`src/rtl/fir_pkg.sv`:
```
// Shared widths, coefficient type and saturation bounds for the FIR tap chain.
// The clamp constants apply at the default accumulator width.
package fir_pkg;

    localparam int COEFF_WIDTH_DEF = 8;
    localparam int DATA_WIDTH_DEF  = 32;
    localparam int ACC_WIDTH_DEF   = 32;
    localparam int NUM_COEFFS      = 15;

    typedef logic signed [COEFF_WIDTH_DEF-1:0] coeff_t;

    localparam logic [ACC_WIDTH_DEF-1:0] SAT_MAX = {1'b0, {(ACC_WIDTH_DEF-1){1'b1}}};
    localparam logic [ACC_WIDTH_DEF-1:0] SAT_MIN = {1'b1, {(ACC_WIDTH_DEF-1){1'b0}}};

endpackage

```
`src/rtl/fir_tap_mac.sv`:
```
// Combinational multiply-add for one transposed FIR tap: coeff*data + prev.
// Clamping to the accumulator range is built only when FIR_TAP_SATURATE_EN is defined.
module fir_tap_mac
    import fir_pkg::*;
#(
    parameter int C_S00_AXIS_TDATA_WIDTH = DATA_WIDTH_DEF,
    parameter int C_M00_AXIS_TDATA_WIDTH = ACC_WIDTH_DEF,
    parameter int COEFF_WIDTH            = COEFF_WIDTH_DEF
) (
    input  logic [COEFF_WIDTH-1:0]            coeff_in,
    input  logic [C_S00_AXIS_TDATA_WIDTH-1:0] data_in,
    input  logic [C_M00_AXIS_TDATA_WIDTH-1:0] prev_in,
    output logic [C_M00_AXIS_TDATA_WIDTH-1:0] sum_out
);

    localparam int DW = C_S00_AXIS_TDATA_WIDTH;
    localparam int OW = C_M00_AXIS_TDATA_WIDTH;
    localparam int CW = COEFF_WIDTH;
    localparam int PW = CW + DW;
    localparam int SW = ((PW > OW) ? PW : OW) + 1;

    logic [PW-1:0]        coeff_ext;
    logic [PW-1:0]        data_ext;
    logic [PW-1:0]        prod;
    logic signed [SW-1:0] sum;

    // Low PW bits of the product of sign-extended operands equal the signed product.
    assign coeff_ext = {{DW{coeff_in[CW-1]}}, coeff_in};
    assign data_ext  = {{CW{data_in[DW-1]}}, data_in};
    assign prod      = coeff_ext * data_ext;
    assign sum       = $signed({{(SW-PW){prod[PW-1]}}, prod})
                     + $signed({{(SW-OW){prev_in[OW-1]}}, prev_in});

`ifdef FIR_TAP_SATURATE_EN
    localparam logic signed [SW-1:0] SAT_HI = {{(SW-OW+1){1'b0}}, {(OW-1){1'b1}}};
    localparam logic signed [SW-1:0] SAT_LO = {{(SW-OW+1){1'b1}}, {(OW-1){1'b0}}};

    always_comb begin
        sum_out = sum[OW-1:0];
        if (sum > SAT_HI) begin
            sum_out = SAT_HI[OW-1:0];
        end else if (sum < SAT_LO) begin
            sum_out = SAT_LO[OW-1:0];
        end
    end
`else
    logic sum_hi_unused;

    // Two's-complement wrap: the bits above the accumulator width are dropped.
    assign sum_out       = sum[OW-1:0];
    assign sum_hi_unused = ^sum[SW-1:OW];
`endif

endmodule

```
`src/rtl/fir_tap.sv`:
```
// One transposed-form FIR tap stage with ready-gated output registers.
// Define FIR_TAP_SATURATE_EN to clamp the sum instead of wrapping it.
module fir_tap
    import fir_pkg::*;
#(
    parameter int C_S00_AXIS_TDATA_WIDTH = DATA_WIDTH_DEF,
    parameter int C_M00_AXIS_TDATA_WIDTH = ACC_WIDTH_DEF,
    parameter int COEFF_WIDTH            = COEFF_WIDTH_DEF
) (
    input  logic                              clk,
    input  logic                              rst_n,
    input  logic                              ready,
    input  logic                              valid_in,
    input  logic                              last_in,
    input  logic [COEFF_WIDTH-1:0]            coeff_in,
    input  logic [C_S00_AXIS_TDATA_WIDTH-1:0] data_in,
    input  logic [C_M00_AXIS_TDATA_WIDTH-1:0] prev_in,
    output logic [C_M00_AXIS_TDATA_WIDTH-1:0] data_out,
    output logic                              valid_out,
    output logic                              last_out
);

    logic [C_M00_AXIS_TDATA_WIDTH-1:0] mac_sum;

    fir_tap_mac #(
        .C_S00_AXIS_TDATA_WIDTH(C_S00_AXIS_TDATA_WIDTH),
        .C_M00_AXIS_TDATA_WIDTH(C_M00_AXIS_TDATA_WIDTH),
        .COEFF_WIDTH           (COEFF_WIDTH)
    ) u_mac (
        .coeff_in(coeff_in),
        .data_in (data_in),
        .prev_in (prev_in),
        .sum_out (mac_sum)
    );

    // Valid does not gate the update; the parent zeroes data_in for bubbles.
    always_ff @(posedge clk or negedge rst_n) begin
        if (!rst_n) begin
            data_out  <= '0;
            valid_out <= 1'b0;
            last_out  <= 1'b0;
        end else if (ready) begin
            data_out  <= mac_sum;
            valid_out <= valid_in;
            last_out  <= last_in;
        end
    end

endmodule

```
`config.mk`:
```
export PLATFORM = sky130hd
export DESIGN_NAME = fir_tap
export DESIGN_NICKNAME = d
export VERILOG_FILES = /design/src/rtl/fir_pkg.sv /design/src/rtl/fir_tap_mac.sv /design/src/rtl/fir_tap.sv
export SDC_FILE = /design/constraint.sdc
export NUM_CORES = 1
export LEC_CHECK = 0
export BUFFER_PORTS_ARGS = -buffer_cell sky130_fd_sc_hd__clkbuf_2
export CORE_MARGIN = 2
export CORE_UTILIZATION = 55
export CTS_CLUSTER_DIAMETER = 150
export DETAILED_ROUTE_END_ITERATION = 10
export GPL_TIMING_DRIVEN = 1
export PLACE_DENSITY = 0.76
export SLEW_MARGIN = 5
export SYNTH_ARGS = -nofsm -noshare
export SYNTH_HDL_FRONTEND = slang
export SYNTH_HIERARCHICAL = 1
export SYNTH_SLANG_ARGS = --single-unit
export TNS_END_PERCENT = 10
```
`constraint.sdc`:
```
create_clock -name clk -period 1.1 [get_ports clk]
set_clock_uncertainty 0.05 [all_clocks]
set_input_delay 0.055 -clock clk [delete_from_list [all_inputs] [get_ports clk]]
set_output_delay 0.055 -clock clk [all_outputs]
set_load 0.01 [all_outputs]
```
==> impl_metrics.env <==
export IMPL_final_antenna_net_count=0
export IMPL_synthCells=872
export IMPL_fin_tns_setup_ns=-90.94
export IMPL_gr_usage_met2=0.5156
export IMPL_p_per_area_mw_per_mm2=3942
export IMPL_h_tree_depth=2
export IMPL_clockBufferDepth=2
export IMPL_hpwl_um=18430
export IMPL_min_period_over_period=4.332
export IMPL_max_freq_mhz=209.9
export IMPL_path_clk_slew_ns=0.06
export IMPL_n_antenna_cell=0
export IMPL_slew_viol_final=0
export IMPL_start_util=0.5594
export IMPL_power_leakage_nw=5.822
export IMPL_rows=46
export IMPL_drc=0
export IMPL_grt_pass1_wl_um=37240
export IMPL_synth_area_mm2=0.008855
export IMPL_top_usage_layer="met2"
export IMPL_clock_root_buffer="clkbuf_16"
export IMPL_cpMostUsedCell="fa_1"
export IMPL_yosysWarnings=6
export IMPL_port_buffer_count=110
export IMPL_antenna_found_initial=0
export IMPL_path_buf_inv=3
export IMPL_r2r_start="data_out[20]"
export IMPL_period_needed_ns=4.765
export IMPL_yosysUniqueCellTypes=50
export IMPL_grt_remaining_overflow=0
export IMPL_postSynthAreaPerCell_um2=10.15
export IMPL_clock_sinks=34
export IMPL_die_h_um=130.9
export IMPL_max_stage_delay_ns=0.57
export IMPL_syn_to_final_growth_pct=31.92
export IMPL_hold_slack_ns=0.1049
export IMPL_drtIter0Drc=386
export IMPL_async_flop_share=1.000
export IMPL_fin_area_mm2=0.01168
export IMPL_avgViaCountPerCell=5.348
export IMPL_min_path_type="input pin to flip-flop"
export IMPL_grt_use_total=0.2826
export IMPL_synth_nets=1203
export IMPL_grt_max_degree=35
export IMPL_crit_chain="clkbuf_8 -> bufbuf_16 -> nand2_1 -> fa_1 -> inv_1 -> fa_1 -> fa_1 -> fa_1 -> ha_1 -> ha_4 -> a21oi_2 -> o21ai_2 -> a311oi_4 -> a311oi_2 -> a41o_1 -> o41a_1 -> xor2_1 -> mux2_4"
export IMPL_cp_slowest_cell="fa_1"
export IMPL_place_area_mm2=0.01066
export IMPL_worst_slack_ns=-3.665
export IMPL_fp_dieW_um=130.9
export IMPL_relSlewSlack=0.7343
export IMPL_min_from="prev_in[0]"
export IMPL_required_ns=1.22
export IMPL_worstSetupStartpointType="input pin"
export IMPL_worstMarginPinSlew_ns=0.3985
export IMPL_hold_viol=0
export IMPL_wirelength_um=24060
export IMPL_final_net_count=1435
export IMPL_dieArea_mm2=0.01713
export IMPL_drive_above_1_share=0.3484
export IMPL_synth_edf_count=0
export IMPL_maxCapViolCount=0
export IMPL_cp_arrival_ns=4.88
export IMPL_setup_worst_path_class="input pin to flip-flop"
export IMPL_met3_usage=0.03990
export IMPL_worst_path_max_fanout=4
export IMPL_rsz0062_at_grt="true"
export IMPL_grt_pass1_vias=7655
export IMPL_insertion_delay_ns=0.28
export IMPL_vdd_drop_max_mv=4.153
export IMPL_num_vias=7065
export IMPL_globalplace_congestion=0.9032
export IMPL_avgRoutedWirePerCell_um=18.21
export IMPL_coreArea_mm2=0.01583
export IMPL_ioPinCount=111
export IMPL_dr_pass1_iters=7
export IMPL_cts_tree="yes"
export IMPL_synth_flop_cell="dfrtp_1"
export IMPL_cp_top_family="adder cells"
export IMPL_end_kind="flip-flop"
export IMPL_status="finished, violations left"
export IMPL_violations="negative setup slack"
export IMPL_yosysSeqAreaShare=0.09609
export IMPL_cp_startpoint="coeff_in[1]"
export IMPL_synth_seq_cells=34
export IMPL_setup_viol=31
export IMPL_met1_usage=0.3519
export IMPL_fill_cells=1073
export IMPL_cts_buffers_inserted=5
## registers in the layout, summed over array words and instances (netlist names)
name and count:
valid_out 1, last_out 1, data_out 32
## where the power goes
part	total (mW)	leakage [nW]	switching [mW]	internal, mW
registers	2.40	0.397	0.357	2.04
clock network	1.45	0.0739	0.553	0.898
logic	42.2	5.35	19.5	22.7
## through the flow
step | std cells | util | setup WS (ns) | power (mW)
3_5_place_dp | 1293 | 0.6737 | -4.128 | 37.18
2_1_floorplan | 872 | - | -3.680 | 25.46
3_3_place_gp | 1293 | 0.6737 | -4.028 | 36.24
5_1_grt | 1321 | 0.7380 | -3.770 | 49.37
4_1_cts | 1317 | 0.7224 | -3.690 | 43.20
6_report | 1321 | 0.7380 | -3.665 | 46.05
## worst min-delay path, cell delays in order
cell and delay, ns:
clkbuf_2 0.08, ha_1 0.13, mux2_4 0.14
## area by class of cell
cell class	count	area [µm²]	area share
repair buffers	250	1917	0.1641
clock inverters	1	5.005	0.0004284
inverters	139	521.8	0.04467
clock buffers	7	142.6	0.01221
flip-flops and latches	34	850.8	0.07284
well taps	216	270.3	0.02314
multi-input cells	674	7974	0.6826
## path summary, 6_finish.rpt
path | cells past startpoint | end | slack (ns)
max in group asynchronous | 3 | data_out[30] | 0.39
max | 18 | data_out[30] | -3.67
min in group asynchronous | 2 | data_out[12] | 0.17
min | 3 | data_out[0] | 0.10
max reg2reg | 1 | data_out[20] | 0.24
min reg2reg | 1 | data_out[14] | 0.46
## layer usage
metal	vias up	share of wire
met2	249	0.53
met1	3617	0.39
met3	61	0.048
met4	0	0.027
met5	-	0
li1	3138	-
## synth_stat cells (all sizes together) (4+ instances only)
| library cell | instances | area share |
|---|---|---|
| mux2 | 34 | 0.056 |
| nand2 | 92 | 0.039 |
| nand2b | 5 | 0.0035 |
| o21a | 5 | 0.0042 |
| xnor2 | 33 | 0.033 |
| buf | 5 | 0.0086 |
| and2 | 126 | 0.089 |
| dfrtp | 34 | 0.096 |
| a31oi | 4 | 0.0028 |
| fa | 187 | 0.42 |
| xor2 | 8 | 0.0079 |
| clkbuf | 20 | 0.0085 |
| nand3 | 5 | 0.0028 |
| ha | 67 | 0.095 |
| a21oi | 21 | 0.013 |
| a21o | 8 | 0.0069 |
| nor2 | 37 | 0.016 |
| inv | 139 | 0.059 |
| o21ai | 11 | 0.0071 |
## cells by family after synthesis
logic type,after synthesis,share of synthesized area
flops,34,0.09609
xor+xnor,41,0.04055
simple gates,279,0.1608
mux,35,0.05709
compound gates,65,0.05200
buf+inv,164,0.07602
fa+ha+maj,254,0.5175
## cells in the final DEF, fill, tap and decap left out, types with 3 or more instances in the layout
master / n
buf_12: 9
mux2_2: 4
nand3_1: 3
fa_1: 178
clkbuf_8: 6
and2_1: 121
o21ai_0: 3
ha_1: 38
o21a_1: 5
and2_4: 5
a21oi_1: 9
clkbuf_2: 99
a21o_1: 7
fa_2: 9
clkbuf_16: 7
dlygate4sd3_1: 3
dfrtp_1: 34
nand2b_1: 5
xnor2_1: 33
nor2_1: 32
inv_2: 5
nor2_2: 3
a21oi_2: 10
o21ai_2: 5
a31oi_4: 3
xor2_1: 8
ha_4: 27
buf_4: 112
mux2_4: 30
inv_1: 134
buf_6: 13
nand2_1: 89
## repair_timing
action,in CTS,in global routing
hold buffers,3,0
gates resized for setup,76,46
setup endpoints to repair,31,31
cloned,2,2
buffers inserted,11,2
endpoints found under the hold margin,36,0
pin swaps,48,49
(Power assumes the default switching activity.)
